[config.mk]
export PLATFORM = sky130hd
export DESIGN_NAME = fetch_stage
export DESIGN_NICKNAME = d
export VERILOG_FILES = /design/src/rtl/fetch_stage_pkg.sv /design/src/rtl/fetch_buffer.sv /design/src/rtl/fetch_stage.sv
export SDC_FILE = /design/constraint.sdc
export NUM_CORES = 1
export LEC_CHECK = 0
export ABC_AREA = 1
export BUFFER_PORTS_ARGS = -buffer_cell sky130_fd_sc_hd__buf_2
export CAP_MARGIN = 30
export CORE_AREA = 2 2 176 161
export CTS_CLUSTER_SIZE = 16
export DETAILED_ROUTE_END_ITERATION = 7
export DIE_AREA = 0 0 178 163
export GPL_TIMING_DRIVEN = 0
export PLACE_DENSITY_LB_ADDON = 0.1
export SLEW_MARGIN = 20
export SYNTH_ARGS = -nofsm -noshare
export SYNTH_HDL_FRONTEND = slang
export SYNTH_SLANG_ARGS = --single-unit
export TNS_END_PERCENT = 5
[constraint.sdc]
create_clock -name clk -period 2 [get_ports clk]
set_clock_uncertainty 0.15 [all_clocks]
set_input_delay 0.3 -clock clk [delete_from_list [all_inputs] [get_ports clk]]
set_output_delay 0.3 -clock clk [all_outputs]
set_load 0.005 [all_outputs]
[src/rtl/fetch_stage_pkg.sv]
// Shared pipeline definitions for the instruction fetch stage: default widths,
// the reset fetch address and the fetch controller state encoding.
package fetch_stage_pkg;

    localparam int unsigned DATA_WIDTH_DEF = 32;
    localparam logic [31:0] RESET_PC_DEF   = 32'h0000_0000;
    localparam int unsigned FBUF_DEPTH     = 2;
    localparam int unsigned FBUF_CNT_W     = 2;

    typedef enum logic [1:0] {
        ST_IDLE  = 2'd0,
        ST_FETCH = 2'd1,
        ST_WAIT  = 2'd2,
        ST_DROP  = 2'd3
    } fetch_state_e;

    // Combined request occupancy used to throttle new instruction requests.
    function automatic logic [FBUF_CNT_W-1:0] fetch_occupancy(
        input logic [FBUF_CNT_W-1:0] buf_count,
        input logic                  outstanding
    );
        return buf_count + {{(FBUF_CNT_W-1){1'b0}}, outstanding};
    endfunction

endpackage

[src/rtl/fetch_buffer.sv]
// Two-entry FIFO between instruction memory responses and the decode stage.
// The head entry is presented straight from storage registers.
module fetch_buffer
    import fetch_stage_pkg::*;
#(
    parameter int unsigned WIDTH = 96
) (
    input  logic                  i_clk,
    input  logic                  i_rst,
    input  logic                  i_flush,
    input  logic                  i_push,
    input  logic [WIDTH-1:0]      i_push_data,
    input  logic                  i_pop,
    output logic                  o_valid,
    output logic [WIDTH-1:0]      o_head,
    output logic [FBUF_CNT_W-1:0] o_count
);

    logic [WIDTH-1:0]      r_mem [FBUF_DEPTH];
    logic                  r_rd_ptr;
    logic                  r_wr_ptr;
    logic [FBUF_CNT_W-1:0] r_count;
    logic                  w_do_push;
    logic                  w_do_pop;
    logic [FBUF_CNT_W-1:0] w_count_nxt;

    // Qualify push/pop against full/empty so illegal operations are ignored.
    always_comb begin
        w_do_push = i_push & (r_count != 2'd2);
        w_do_pop  = i_pop  & (r_count != 2'd0);
        case ({w_do_push, w_do_pop})
            2'b10:   w_count_nxt = r_count + 2'd1;
            2'b01:   w_count_nxt = r_count - 2'd1;
            default: w_count_nxt = r_count;
        endcase
    end

    // Storage, pointers and occupancy; a flush discards every entry.
    always_ff @(posedge i_clk or negedge i_rst) begin
        if (!i_rst) begin
            for (int i = 0; i < FBUF_DEPTH; i++) begin
                r_mem[i] <= {WIDTH{1'b0}};
            end
            r_rd_ptr <= 1'b0;
            r_wr_ptr <= 1'b0;
            r_count  <= 2'd0;
        end else if (i_flush) begin
            r_rd_ptr <= 1'b0;
            r_wr_ptr <= 1'b0;
            r_count  <= 2'd0;
        end else begin
            if (w_do_push) begin
                r_mem[r_wr_ptr] <= i_push_data;
                r_wr_ptr        <= ~r_wr_ptr;
            end
            if (w_do_pop) begin
                r_rd_ptr <= ~r_rd_ptr;
            end
            r_count <= w_count_nxt;
        end
    end

    // Head and status presentation.
    always_comb begin
        o_valid = (r_count != 2'd0);
        o_head  = r_mem[r_rd_ptr];
        o_count = r_count;
    end

endmodule

[src/rtl/fetch_stage.sv]
// Instruction fetch stage: issues one request at a time to instruction memory,
// buffers up to two responses for decode, and handles branch redirects.
module fetch_stage
    import fetch_stage_pkg::*;
#(
    parameter int unsigned            DATA_WIDTH = DATA_WIDTH_DEF,
    parameter logic [DATA_WIDTH-1:0]  RESET_PC   = DATA_WIDTH'(RESET_PC_DEF)
) (
    input  logic                  clk,
    input  logic                  rst,
    input  logic                  redirect_i,
    input  logic [DATA_WIDTH-1:0] redirect_pc_i,
    output logic                  imem_req_o,
    output logic [DATA_WIDTH-1:0] imem_addr_o,
    input  logic                  imem_gnt_i,
    input  logic                  imem_rvalid_i,
    input  logic [DATA_WIDTH-1:0] imem_rdata_i,
    output logic                  valid_o,
    input  logic                  ready_i,
    output logic [DATA_WIDTH-1:0] instr_o,
    output logic [DATA_WIDTH-1:0] pc_o,
    output logic [DATA_WIDTH-1:0] pc_plus4_o
);

    localparam int unsigned          ENTRY_W = 3 * DATA_WIDTH;
    localparam logic [DATA_WIDTH-1:0] PC_STEP = DATA_WIDTH'(32'd4);

    fetch_state_e          r_state;
    fetch_state_e          w_state_nxt;
    logic [DATA_WIDTH-1:0] r_pc;
    logic [DATA_WIDTH-1:0] w_pc_nxt;
    logic [DATA_WIDTH-1:0] r_req_pc;
    logic [DATA_WIDTH-1:0] w_req_pc_nxt;
    logic [DATA_WIDTH-1:0] w_redirect_pc;

    logic                  w_outstanding;
    logic                  w_req;
    logic                  w_grant;
    logic                  w_push;
    logic                  w_pop;
    logic                  w_buf_valid;
    logic [FBUF_CNT_W-1:0] w_buf_count;
    logic [ENTRY_W-1:0]    w_push_data;
    logic [ENTRY_W-1:0]    w_head;

    // Handshake qualification; a redirect overrides both push and pop.
    always_comb begin
        w_outstanding = (r_state == ST_WAIT) || (r_state == ST_DROP);
        w_req         = (r_state == ST_FETCH) &&
                        (fetch_occupancy(w_buf_count, w_outstanding) < 2'd2);
        w_grant       = w_req & imem_gnt_i;
        w_push        = (r_state == ST_WAIT) & imem_rvalid_i & ~redirect_i;
        w_pop         = w_buf_valid & ready_i & ~redirect_i;
        w_redirect_pc = {redirect_pc_i[DATA_WIDTH-1:2], 2'b00};
        w_push_data   = {imem_rdata_i, r_req_pc, r_req_pc + PC_STEP};
    end

    // State register.
    always_ff @(posedge clk or negedge rst) begin
        if (!rst) begin
            r_state <= ST_IDLE;
        end else begin
            r_state <= w_state_nxt;
        end
    end

    // Next-state logic. A response arriving together with a redirect already
    // retires the outstanding request, so nothing is left to drop.
    always_comb begin
        w_state_nxt = r_state;
        case (r_state)
            ST_IDLE: begin
                w_state_nxt = ST_FETCH;
            end
            ST_FETCH: begin
                if (redirect_i) begin
                    w_state_nxt = w_grant ? ST_DROP : ST_FETCH;
                end else if (w_grant) begin
                    w_state_nxt = ST_WAIT;
                end else begin
                    w_state_nxt = ST_FETCH;
                end
            end
            ST_WAIT: begin
                if (imem_rvalid_i) begin
                    w_state_nxt = ST_FETCH;
                end else if (redirect_i) begin
                    w_state_nxt = ST_DROP;
                end else begin
                    w_state_nxt = ST_WAIT;
                end
            end
            ST_DROP: begin
                if (imem_rvalid_i) begin
                    w_state_nxt = ST_FETCH;
                end else begin
                    w_state_nxt = ST_DROP;
                end
            end
            default: begin
                w_state_nxt = ST_IDLE;
            end
        endcase
    end

    // Fetch PC and the PC of the request currently in flight.
    always_comb begin
        w_pc_nxt     = r_pc;
        w_req_pc_nxt = r_req_pc;
        if (redirect_i) begin
            w_pc_nxt = w_redirect_pc;
        end else if (w_grant) begin
            w_pc_nxt     = r_pc + PC_STEP;
            w_req_pc_nxt = r_pc;
        end else begin
            w_pc_nxt = r_pc;
        end
    end

    // PC registers.
    always_ff @(posedge clk or negedge rst) begin
        if (!rst) begin
            r_pc     <= RESET_PC;
            r_req_pc <= RESET_PC;
        end else begin
            r_pc     <= w_pc_nxt;
            r_req_pc <= w_req_pc_nxt;
        end
    end

    // Output decode.
    always_comb begin
        imem_req_o                     = w_req;
        imem_addr_o                    = r_pc;
        valid_o                        = w_buf_valid;
        {instr_o, pc_o, pc_plus4_o}    = w_head;
    end

    fetch_buffer #(
        .WIDTH (ENTRY_W)
    ) u_fetch_buffer (
        .i_clk       (clk),
        .i_rst       (rst),
        .i_flush     (redirect_i),
        .i_push      (w_push),
        .i_push_data (w_push_data),
        .i_pop       (w_pop),
        .o_valid     (w_buf_valid),
        .o_head      (w_head),
        .o_count     (w_buf_count)
    );

endmodule
==> flow_summary_export.csv, run 1 <==
group,metric,value,unit
cells_and_area,antenna_cells,0,
cts,clk_latency,550,ps
synthesis,syn_area,12300,sq um
worst_hold_path,holdPathStages,3,
cells_and_area,syn_to_final_growth,31.0,%
worst_setup_path,cp_num_cells,6,
sta,worstMarginPinSlew,646,ps
routing,first_pass_iters,5,
routing,vias_per_cell,5.02,
die,die_w,178,um
synthesis,netlist_instances,1649,
global_routing,grt_max_degree,93,
pwr,power.density,1140,nW/um^2
cells_and_area,nFillCells,2542,
cells_and_area,final_nets,2023,
die,pin_count,200,
routing,wl,37.7,mm
pwr,vdd_drop_max,0.674,mV
sta,slew_headroom,56.9,%
cts,cts_tree,"done",
cts,cts_buffer_depth,3,
worst_setup_path,crit_top_cell,"clkbuf_16",
global_routing,grt_pass1_vias,11100,
synthesis,yosys_warnings,0,
synthesis,synth_common_cells,"697 x nand2_1, 250 x dfrtp_1, 185 x o21ai_0",
synthesis,ys_types,32,
outcome,status,"complete, but fails checks",
cts,root_buffer,"clkbuf_16",
cells_and_area,fin_util,59.0,%
worst_setup_path,crit_buf_inv,4,
routing,wl_per_cell,16.2,um
cts,clk_pin_slew_worst_paths,60,ps
sta,setup_slack,-202,ps
worst_setup_path,r2r_cells,8,
cts,htree_levels,1,
global_routing,grt_pass1_wl,58.9,mm
sta,holdWs,30.7,ps
place,io_buffers,190,
synthesis,synth_most_common_cell,"nand2_1",
flow_run,drv_cap,0,
worst_setup_path,max_stage_delay,440,ps
synthesis,yosysTopAreaCell,"dfrtp_1",
place,pre_cts_ws,-871,ps
sta,max_freq,454,MHz
sta,fin_crit_sh,110,%
die,coreArea,27400,sq um
die,dieArea,29000,sq um
pwr,finalPower,18.4,mW
synthesis,synth_seq_area_share,50.8,%
place,dp_cells,2206,
worst_setup_path,r2r_slack,40,ps
die,core.rowCount,58,
global_routing,grt_antenna_before_repair,1,
worst_setup_path,start_kind,"register",
worst_setup_path,worstPathMaxFanout,7,
worst_setup_path,worstPathArrival,1750,ps
synthesis,avgSynthCellArea,7.46,sq um
sta,final-setup-viol-count,92,
place,placed_cell_area,13800,sq um
routing,drc,0,
synthesis,yosys.area.top_type_share,50.8,%
worst_hold_path,hold_class,"in -> reg",
cells_and_area,final_cells,2333,
cells_and_area,multiInputGateArea,5310,sq um
worst_setup_path,cp-end-kind,"output pin",
sta,rsz0062_at_grt,"yes",
synthesis,synth_edf_count,0,
worst_setup_path,worst_ep_required_time,1550,ps
routing,drt_iter0_drc,842,
cells_and_area,drive_gt1_share,20.3,%
cells_and_area,register_area,6260,sq um
place,hpwl,25.9,mm
cells_and_area,finalInstanceArea,16100,sq um
routing,vias,11700,
pwr,p_leak,8.32,nW
synthesis,ys_seq_elements,250,
worst_setup_path,critical_path_class,"reg -> out",
global_routing,grt_overflow,0,
place,globalplace.congestion,0.970,
die,initial_core_util,45.0,%
cts,cts_sinks,250,
worst_setup_path,path_cells,"buf_8 -> clkbuf_16 -> clkbuf_16 -> nand2_2 -> o21ai_2 -> buf_2",
sta,finalSetupTns,-12450,ps
sta,slew_violations,0,
routing,ant_nets,0,
sta,min_period,2200,ps
outcome,violations,"negative setup slack",
synthesis,async_flop_share,100,%
synthesis,ys.flop_type,"dfrtp_1",
sta,hold_violations,0,
die,die_y,163,um
worst_setup_path,crit_path_top_delay_cell,"dfrtp_2",
worst_setup_path,critical_path.top_delay_family,"buffers and inverters",
cts,numCtsBuffers,29,
synthesis,yosys-top-cells-area,"dfrtp_1 51%, nand2_1 21%, o21ai_0 7.5%",
global_routing,gr-usage-all-layers,25.7,%
[sequential cells by signal, indices dropped and copies added, names as in the netlist]
signal,cells
u_fetch_buffer.r_wr_ptr,1
u_fetch_buffer.o_count,2
r_req_pc,30
u_fetch_buffer.r_rd_ptr,1
r_state,2
imem_addr_o,30
u_fetch_buffer.r_mem,184
[placed cells by master (no fill, tap or decap), types with 3 or more instances in the layout]
cell,instances
buf_2,218
clkbuf_16,37
nor3_1,3
nor2_2,7
clkinv_2,3
clkbuf_8,13
nand4_1,13
o211ai_1,6
nor2_1,89
clkbuf_1,16
o21bai_1,6
dlygate4sd3_1,65
buf_4,10
o21ai_1,45
nor2_4,7
nand2_1,668
o21a_1,3
nand2_2,20
a21oi_1,9
nand3b_1,8
dfrtp_1,248
o21ai_0,135
xor2_1,18
nand2_4,10
xor2_2,3
clkbuf_4,6
buf_8,5
nand3_1,69
o21ai_2,23
conb_1,6
clkbuf_2,3
buf_6,16
inv_1,161
[path summary, 6_finish.rpt]
check,start,to
worst max-delay path,u_fetch_buffer.r_rd_ptr,pc_o[16]
min in group asynchronous,rst,u_fetch_buffer.r_mem[183]
worst max register to register,r_req_pc[2],u_fetch_buffer.r_mem[114]
worst min-delay path,redirect_i,r_state[0]
worst min register to register,u_fetch_buffer.r_mem[80],u_fetch_buffer.r_mem[80]
max in group asynchronous,rst,imem_addr_o[16]
[what timing repair did]
action	4_1_cts	5_1_grt
endpoints found under the hold margin	166	0
hold buffers	65	0
pin swaps	0	3
setup endpoints to repair	115	276
resized for setup	126	93
gates cloned	3	6
buffers inserted	0	0
[power breakdown]
part | switching, mW | internal, mW
Combinational | 3.26 | 2.30
Sequential | 1.04 | 6.41
Clock | 2.12 | 3.29
[per-layer routing]
metal  global-route usage [%]  up-vias  routed length [um]
met3                     2.99       63                2350
li1                         -     5745                   -
met4                     6.97        2                 984
met5                        0        -                   9
met2                     41.5      416               17400
met1                     36.7     5478               16900
[kinds of logic after synthesis]
family,after synthesis,share of synthesized area [%]
adder cells (fa/ha/maj),2,0.203
AND/OR/NAND/NOR,896,28.9
XOR/XNOR,22,1.57
flip-flops,250,50.8
buffers and inverters,246,8.68
AO/OA/AOI/OAI,232,9.84
other,1,0.0305
[worst register-to-register path: stages (launching register included)]
cell,delay (ps)
dfrtp_1,420
ha_2,240
nand2_1,60
nor2_1,170
nand2_1,230
nor2_1,240
xor2_2,240
nand2_1,100
nand2_1,60
[layout make-up]
cell class / count / share of cell area (%)
multi-input combinational: 1158 / 32.9
buffer: 81 / 4.27
clock buffer: 46 / 5.52
clock inverter: 7 / 0.574
inverter: 165 / 3.87
timing repair buffer: 266 / 11.2
tap: 360 / 2.79
sequential: 250 / 38.8
No activity file was read; power rests on OpenSTA's default activity.
==> run 2: changes to the inputs <==
- clock period: 2 -> 2.55 ns (I/O delays scaled with it)
==> run 2 against run 1 <==
The run now ends clean. Critical path type unchanged. Wire length down 2.7%. Power down 24%. Non-clock buffer count down 23. Cell count down 0.99%. Critical endpoint is now pc_o[17]. Final area down 5.0%. Sequential cell count unchanged. Sequential share of layout area up 2.0 points. Worst setup slack better by 270 ps. Via count down 1.6%. Register-to-register slack better by 340 ps. Core utilization down 2.9 points.
==> flow_summary_export.csv, run 2 (synthesis gave the netlist of run 1 again) <==
group,metric,value,unit
global_routing,grt_overflow,0,
flow_run,drv_cap,0,
global_routing,grt_max_degree,93,
cts,cts_sinks,250,
worst_setup_path,worst_ep_required_time,2020,ps
cts,clk_latency,550,ps
worst_setup_path,critical_path_class,"reg -> out",
worst_setup_path,reg2reg_from,"r_req_pc[3]",
cts,root_buffer,"clkbuf_16",
global_routing,grt_pass1_wl,58.2,mm
routing,drt_iter0_drc,803,
cts,numCtsBuffers,29,
routing,drc,0,
routing,ant_nets,0,
worst_hold_path,min_from,"redirect_pc_i[29]",
worst_setup_path,cp-end-kind,"output pin",
routing,vias,11500,
die,dieArea,29000,sq um
place,globalplace.congestion,0.970,
worst_setup_path,worstPathMaxFanout,10,
worst_setup_path,crit_buf_inv,3,
place,hpwl,25.9,mm
cells_and_area,final_cells,2310,
sta,max_freq,403,MHz
outcome,status,"completed",
worst_setup_path,critical_path.top_delay_family,"buffers and inverters",
cells_and_area,syn_to_final_growth,24.5,%
cells_and_area,final_cell_mix,"697 x nand2_1, 250 x dfrtp_1, 225 x buf_2",
routing,first_pass_iters,6,
cells_and_area,final_common_cell,"nand2_1",
worst_hold_path,hold_class,"in -> reg",
pwr,power.density,913,nW/um^2
cts,htree_levels,1,
global_routing,grt_antenna_before_repair,0,
worst_setup_path,max_stage_delay,400,ps
place,io_buffers,190,
cells_and_area,regMostFlops,"u_fetch_buffer.r_mem",
cells_and_area,nFillCells,2648,
cells_and_area,drive_gt1_share,16.1,%
sta,fin_crit_sh,97.4,%
worst_setup_path,crit_path_top_delay_cell,"dfrtp_1",
global_routing,grt_pass1_vias,10900,
place,dp_cells,2206,
worst_setup_path,crit_path_start,"u_fetch_buffer.r_rd_ptr",
cells_and_area,antenna_cells,0,
die,initial_core_util,45.0,%
global_routing,gr-usage-all-layers,25.4,%
cells_and_area,largest_reg_flops,184,
worst_setup_path,worstPathArrival,1950,ps
routing,wl_per_cell,15.9,um
pwr,p_leak,7.92,nW
sta,final-setup-viol-count,0,
die,core.rowCount,58,
sta,slew_headroom,54.4,%
cts,cts_buffer_depth,3,
routing,wl,36.6,mm
pwr,vdd_drop_max,0.560,mV
die,pin_count,200,
sta,slew_violations,0,
die,die_w,178,um
die,die_y,163,um
worst_setup_path,path_cells,"clkbuf_8 -> clkbuf_2 -> o21ai_0 -> buf_2",
cts,clk_pin_slew_worst_paths,60,ps
worst_setup_path,start_kind,"register",
sta,rsz0062_at_grt,"yes",
cts,cts_tree,"done",
sta,worstMarginPinSlew,685,ps
cells_and_area,final_nets,2000,
routing,vias_per_cell,4.98,
die,coreArea,27400,sq um
cells_and_area,fin_util,56.0,%
sta,min_period,2480,ps
sta,hold_violations,0,
==> run 2: worst register-to-register path: stages (launching register included) <==
cell     delay [ps]
dfrtp_1         450
ha_1            260
nand3_1         180
nor2_1          430
nand3_1         150
xor2_1          330
nand2_1         110
nand2_1          70
==> run 2: cell type report <==
cell class | count | area (sq um) | area share (%)
multi-input cells | 1158 | 5000 | 32.6
plain buffers | 81 | 492 | 3.21
repair buffers | 243 | 1530 | 9.96
clock inverters | 7 | 92.6 | 0.604
inverters | 165 | 619 | 4.04
well taps | 360 | 450 | 2.94
flip-flops and latches | 250 | 6260 | 40.8
clock buffers | 46 | 890 | 5.80
==> run 2: final timing paths <==
path / to / slack, ps / depth (start not counted)
setup / recovery: pc_o[17] / 70 / 4
hold / removal: imem_addr_o[29] / 7 / 5
setup reg to reg: u_fetch_buffer.r_mem[112] / 380 / 7
hold reg to reg: u_fetch_buffer.r_mem[93] / 320 / 2
max in group asynchronous: r_req_pc[31] / 720 / 4
min in group asynchronous: u_fetch_buffer.r_mem[183] / 210 / 2
==> run 2: what timing repair did <==
action                                  CTS  global route
hold endpoints to repair                152             0
endpoints found under the setup margin   92            39
gates resized for setup                  17            14
hold buffers                             51             0
buffers inserted                          0             0
==> run 2: report_power, final <==
part           leakage [nW]  internal [mW]  switching (mW)  total, mW
Sequential             3.15           5.03           0.797       5.82
Combinational          4.28           1.54            2.39       3.93
Clock                 0.486           2.58            1.66       4.24
Total                  7.92           9.14            4.85       14.0
==> run 2: per-stage QoR <==
step	hold WS, ps	setup slack, ps	TNS (ps)	power (mW)	cell area, sq um
3_3_place_gp	304	-3770	-949280	9.63	13700
6_report	6.92	65.9	0	14.0	15300
3_5_place_dp	225	-403	-15630	9.72	13800
4_1_cts	1.80	10.5	0	14.1	15300
5_1_grt	16.4	-18.1	-24.5	14.9	15300
2_1_floorplan	-63.1	750	0	7.80	12300
==> run 2: layer usage <==
| metal | vias up | share of wire, % | GRT usage [%] |
|---|---|---|---|
| met5 | - | 0 | 0 |
| met4 | 0 | 2.3 | 6.59 |
| met3 | 56 | 6.0 | 2.99 |
| met2 | 394 | 46 | 40.9 |
| met1 | 5380 | 46 | 36.4 |
| li1 | 5682 | - | - |
